==> src/rtl/order_4_1.sv <==
// order_4_1: parallel-to-serial output stage for the 4-input sort network.
//
// Accepts one sorted group of four words in parallel and emits it one word per beat over a
// valid/ready stream. Word 0 (largest) goes first and word 3 (smallest) goes last. Each
// accepted group is checked for non-increasing order. A violation sets the sticky order_err
// flag. The data is still sent unchanged.
//
// Parameters:
//   DSIZE        data word width in bits
//   CHECK_ORDER  1 = order check active, 0 = order_err tied low
//
// Build option:
//   ORDER_4_1_PIPE_EN  when defined, a new group may be accepted in the same cycle as the last
//                      beat of the current group. This removes the idle bubble between groups.
//
// Ports:
//   clock      single clock, rising edge
//   rst_n      asynchronous active-low reset
//   in_valid   group present on indata0..3
//   in_ready   block accepts a group this cycle
//   indata0..3 sorted words, indata0 largest
//   out_valid  outdata valid
//   out_ready  downstream accepts the beat
//   outdata    serial data word
//   out_idx    position of outdata within its group
//   out_last   high with out_idx == 3
//   order_err  sticky: an accepted group was not non-increasing
//   err_clr    synchronous clear of order_err (a simultaneous new error wins)
module order_4_1 #(
    parameter int unsigned DSIZE       = 8,
    parameter bit          CHECK_ORDER = 1'b1
) (
    input  logic             clock,
    input  logic             rst_n,
    input  logic             in_valid,
    output logic             in_ready,
    input  logic [DSIZE-1:0] indata0,
    input  logic [DSIZE-1:0] indata1,
    input  logic [DSIZE-1:0] indata2,
    input  logic [DSIZE-1:0] indata3,
    output logic             out_valid,
    input  logic             out_ready,
    output logic [DSIZE-1:0] outdata,
    output logic [1:0]       out_idx,
    output logic             out_last,
    output logic             order_err,
    input  logic             err_clr
);

    typedef enum logic [0:0] {StIdle, StSend} state_e;

    state_e                  state_q, state_d;
    logic [3:0][DSIZE-1:0]   g_q, g_d;
    logic [1:0]              cnt_q, cnt_d;
    logic                    order_err_q, order_err_d;

    logic accept;
    logic beat;
    logic last_beat;
    logic grp_err;

    assign accept    = in_valid & in_ready;
    assign beat      = out_valid & out_ready;
    assign last_beat = beat & (cnt_q == 2'd3);

    // Unsigned neighbour compares. Equal neighbours are legal.
    assign grp_err = CHECK_ORDER &
                     ((indata0 < indata1) | (indata1 < indata2) | (indata2 < indata3));

    // State register.
    always_ff @(posedge clock or negedge rst_n) begin
        if (!rst_n) begin
            state_q <= StIdle;
        end else begin
            state_q <= state_d;
        end
    end

    // Next-state logic. An overlapped accept on the last beat keeps the FSM in StSend.
    always_comb begin
        state_d = state_q;
        unique case (state_q)
            StIdle: begin
                if (accept) begin
                    state_d = StSend;
                end
            end
            StSend: begin
                if (last_beat && !accept) begin
                    state_d = StIdle;
                end
            end
            default: state_d = StIdle;
        endcase
    end

    // Output decode. The stream outputs depend only on registered state, so they stay stable
    // under backpressure.
    always_comb begin
        in_ready  = 1'b0;
        out_valid = 1'b0;
        outdata   = '0;
        out_idx   = 2'd0;
        out_last  = 1'b0;
        unique case (state_q)
            StIdle: begin
                in_ready = 1'b1;
            end
            StSend: begin
                out_valid = 1'b1;
                outdata   = g_q[cnt_q];
                out_idx   = cnt_q;
                out_last  = (cnt_q == 2'd3);
`ifdef ORDER_4_1_PIPE_EN
                in_ready  = (cnt_q == 2'd3) & out_ready;
`else
                in_ready  = 1'b0;
`endif
            end
            default: ;
        endcase
    end

    // Group registers, beat counter and sticky error flag.
    always_comb begin
        g_d         = g_q;
        cnt_d       = cnt_q;
        order_err_d = order_err_q;

        if (beat && (cnt_q != 2'd3)) begin
            cnt_d = cnt_q + 2'd1;
        end
        // Accept is checked after the beat so an overlapped load restarts the count.
        if (accept) begin
            g_d[0] = indata0;
            g_d[1] = indata1;
            g_d[2] = indata2;
            g_d[3] = indata3;
            cnt_d  = 2'd0;
        end

        if (accept && grp_err) begin
            order_err_d = 1'b1;
        end else if (err_clr) begin
            order_err_d = 1'b0;
        end
    end

    always_ff @(posedge clock or negedge rst_n) begin
        if (!rst_n) begin
            g_q         <= '0;
            cnt_q       <= 2'd0;
            order_err_q <= 1'b0;
        end else begin
            g_q         <= g_d;
            cnt_q       <= cnt_d;
            order_err_q <= order_err_d;
        end
    end

    assign order_err = order_err_q;

endmodule

==> config.mk <==
export PLATFORM = sky130hd
export DESIGN_NAME = order_4_1
export DESIGN_NICKNAME = d
export VERILOG_FILES = /design/src/rtl/order_4_1.sv
export SDC_FILE = /design/constraint.sdc
export NUM_CORES = 1
export LEC_CHECK = 0
export ABC_AREA = 1
export BUFFER_PORTS_ARGS = -buffer_cell sky130_fd_sc_hd__clkbuf_2
export CORE_ASPECT_RATIO = 0.7
export CORE_MARGIN = 3
export CORE_UTILIZATION = 50
export CTS_BUF_LIST = sky130_fd_sc_hd__clkbuf_8
export CTS_CLUSTER_DIAMETER = 150
export DETAILED_ROUTE_END_ITERATION = 16
export PLACE_DENSITY_LB_ADDON = 0.12
export SETUP_SLACK_MARGIN = 0.2
export SLEW_MARGIN = 20
export SYNTH_ARGS = -nofsm -noshare
export SYNTH_HDL_FRONTEND = slang
export SYNTH_SLANG_ARGS = --single-unit
==> constraint.sdc <==
create_clock -name clock -period 1.9 [get_ports clock]
set_clock_uncertainty 0.15 [all_clocks]
set_input_delay 0.19 -clock clock [delete_from_list [all_inputs] [get_ports clock]]
set_output_delay 0.19 -clock clock [all_outputs]
set_load 0.005 [all_outputs]
==> flow_summary.ini <==
[power]
p_clk_share_pct = 14.3
p_comb_share_pct = 47.7
p_int_mw = 2.15
power.density_nw_per_um2 = 1280
ir_drop_mv = 0.931
swShare_pct = 40.6
switchingPower_mw = 1.47
power.leakage_nw = 1.63
seqPwrFrac_pct = 38.0

[floorplanning]
dieArea_um2 = 5320
ioPinCount = 51
chipHeight_um = 62.0
die_x_um = 85.9
coreArea_um2 = 4110
num_rows = 19
start_util_pct = 54.4

[status]
status = finished, final reports clean

[cells_and_area]
multi_input_area_um2 = 1120
seqCellArea_um2 = 903
n_fill_cell = 370
drive_above_1_share_pct = 22.3
final_util_pct = 68.9
final_net_count = 435
fin_cells = 428
diodes = 0
area_delta_synth_final_pct = 26.8

[setup_path]
startpoint = cnt_q[0]$_DFFE_PN0P_
cp_data_required_time_ns = 1.56
cp-end-kind = output port
r2r_slack_ns = 0.39
crit_fanout = 6
path_class = register to output port
cp.arrival_ns = 1.45
critPathCapture = outdata[2]
crit_path_start_kind = register
reg2reg_from = state_q$_DFF_PN0_
rr_worst_depth = 5
reg2reg_to = g_q[14]$_DFFE_PN0P_

[detailed_routing]
drc_errors = 0
wl_per_cell_um = 12.7
drt_iter0_drc = 122
first_pass_iters = 4
vias = 2088
ant_nets = 0
wirelength_mm = 5.45
viasPerCell = 4.88

[yosys]
synth.area.top_cells = dfrtp_1 40%, nand2_1 15%, ha_1 12%, o21ai_0 8.3%, nor2_1 6.5%
synth-seq-cells = 36
yosysWarnings = 0
synth_top_area_cell = dfrtp_1
synth.top_cell.area_share_pct = 40.3
yosysUniqueCellTypes = 16
avgSynthCellArea_um2 = 7.40
syn-instance-count = 302
ys_seq_area_share_pct = 40.3
syn_nets = 361
syn_area_um2 = 2240

[place]
dp.cells = 399
dp_hpwl_mm = 3.87
gp_congestion = 0.776
port_buffers = 50

[timing]
hold_slack_ns = 0.00845
min_period_over_period_pct = 94.1
finalHoldViolCount = 0
rsz0062_at_grt = yes
slew_violations = 0
worst_pin_slew_ns = 0.464
fmax_mhz = 559
slew_headroom_pct = 69.1
finalSetupViolations = 0
min_period_ns = 1.79
tns_ns = 0

[cts]
clockBufferDepth = 2
clock_latency_ns = 0.29
cts.sinks = 36
cts_tree = done
root_buffer = clkbuf_8
cts_buffers = 5
path_clk_slew_ns = 0.07
htree_levels = 2

[global_route]
grt_pass1_wl_mm = 9.00
grt_pass1_vias = 1952
grt.overflow.total = 0
antenna_found_initial = 0
grt_start_max_net_pins = 37
grt.total_usage_pct = 22.0

[run]
maxCapViolations = 0

[hold_path]
hold_path.class = input pin to register
power by group through the flow:
stage,clock network (mW),registers [mW],logic [mW]
after global routing,0.563,1.42,1.99
after CTS,0.525,1.36,1.62
after detailed placement,0,1.38,1.49
final,0.518,1.37,1.73
after floorplan,0,1.28,1.10
after global placement,0,1.38,1.45
metrics by stage:
stage | setup slack, ns | area [um^2] | total power, mW
after floorplan | 0.616 | 2240 | 2.38
after global placement | 0.268 | 2500 | 2.83
after detailed placement | 0.288 | 2500 | 2.87
after CTS | 0.118 | 2760 | 3.50
after global routing | 0.0178 | 2840 | 3.97
final | 0.111 | 2840 | 3.62
synth_stat cells, drive strengths merged:
master   n
o21ai   43
ha      22
nand2   89
nor3     2
dfrtp   36
nor2    39
o21a     1
nand3    2
a21oi   16
buf     11
inv     41
worst max-delay path, stage by stage (launching register included):
cell,delay (ns)
dfrtp_2,0.46
buf_4,0.14
nor2_1,0.05
nor2_1,0.09
o21ai_0,0.12
a21oi_1,0.17
clkbuf_2,0.14
per-layer routing:
layer | part of all wire, % | global-route usage, % | vias up
li1 | - | - | 1094
met1 | 49 | 30.8 | 926
met2 | 44 | 34.0 | 59
met3 | 6.1 | 5.01 | 9
met4 | 1.3 | 7.67 | 0
met5 | 0 | 0 | -
sequential cells by signal (all words and copies together), names as in the netlist:
name / flops
cnt_q: 2
state_q: 1
order_err: 1
g_q: 32
placed cells by master, fill, tap and decap left out, types with 2 or more instances in the layout:
cell type      instances
buf_2                  7
nor3_1                 2
inv_2                  3
nand2_2                2
inv_1                 38
clkbuf_8               5
buf_4                 10
a21oi_1               16
o21ai_1               13
dfrtp_1               34
dlygate4sd3_1         13
ha_4                   2
dfrtp_2                2
nand2_1               86
nor2_1                37
o21ai_0               30
nor2_2                 2
buf_6                  5
nand3_1                2
clkbuf_2              43
ha_1                  20
worst min-delay path by stage:
| stage | cells past startpoint | start | to |
|---|---|---|---|
| floorplan | 0 | rst_n | cnt_q[0]$_DFFE_PN0P_ |
| global placement | 2 | rst_n | g_q[29]$_DFFE_PN0P_ |
| detailed placement | 2 | rst_n | g_q[29]$_DFFE_PN0P_ |
| CTS | 3 | indata3[7] | g_q[31]$_DFFE_PN0P_ |
| global route | 3 | indata3[4] | g_q[28]$_DFFE_PN0P_ |
| finish | 3 | indata3[7] | g_q[31]$_DFFE_PN0P_ |
area by class of cell:
type | count | share of cell area, %
Multi-Input combinational cell | 214 | 39.5
Inverter | 41 | 5.52
Timing Repair Buffer | 78 | 18.0
Clock buffer | 5 | 2.43
Tap cell | 52 | 2.29
Clock inverter | 2 | 0.309
Sequential cell | 36 | 31.9
repair_timing:
item | in CTS | in global routing
hold buffers | 13 | 0
setup buffers | 5 | 4
pin swaps | 6 | 8
resized for setup | 8 | 21
setup endpoints to repair | 9 | 10
endpoints found under the hold margin | 48 | 0
logic make-up (layout without fill, tap and decap cells):
logic type	after synthesis	in the layout	share of synthesized area [%]
flops	36	36	40.3
fa+ha+maj	22	22	12.3
buf+inv	52	126	11.1
compound gates	60	60	13.5
simple gates	132	132	22.7
(Power assumes the default switching activity.)
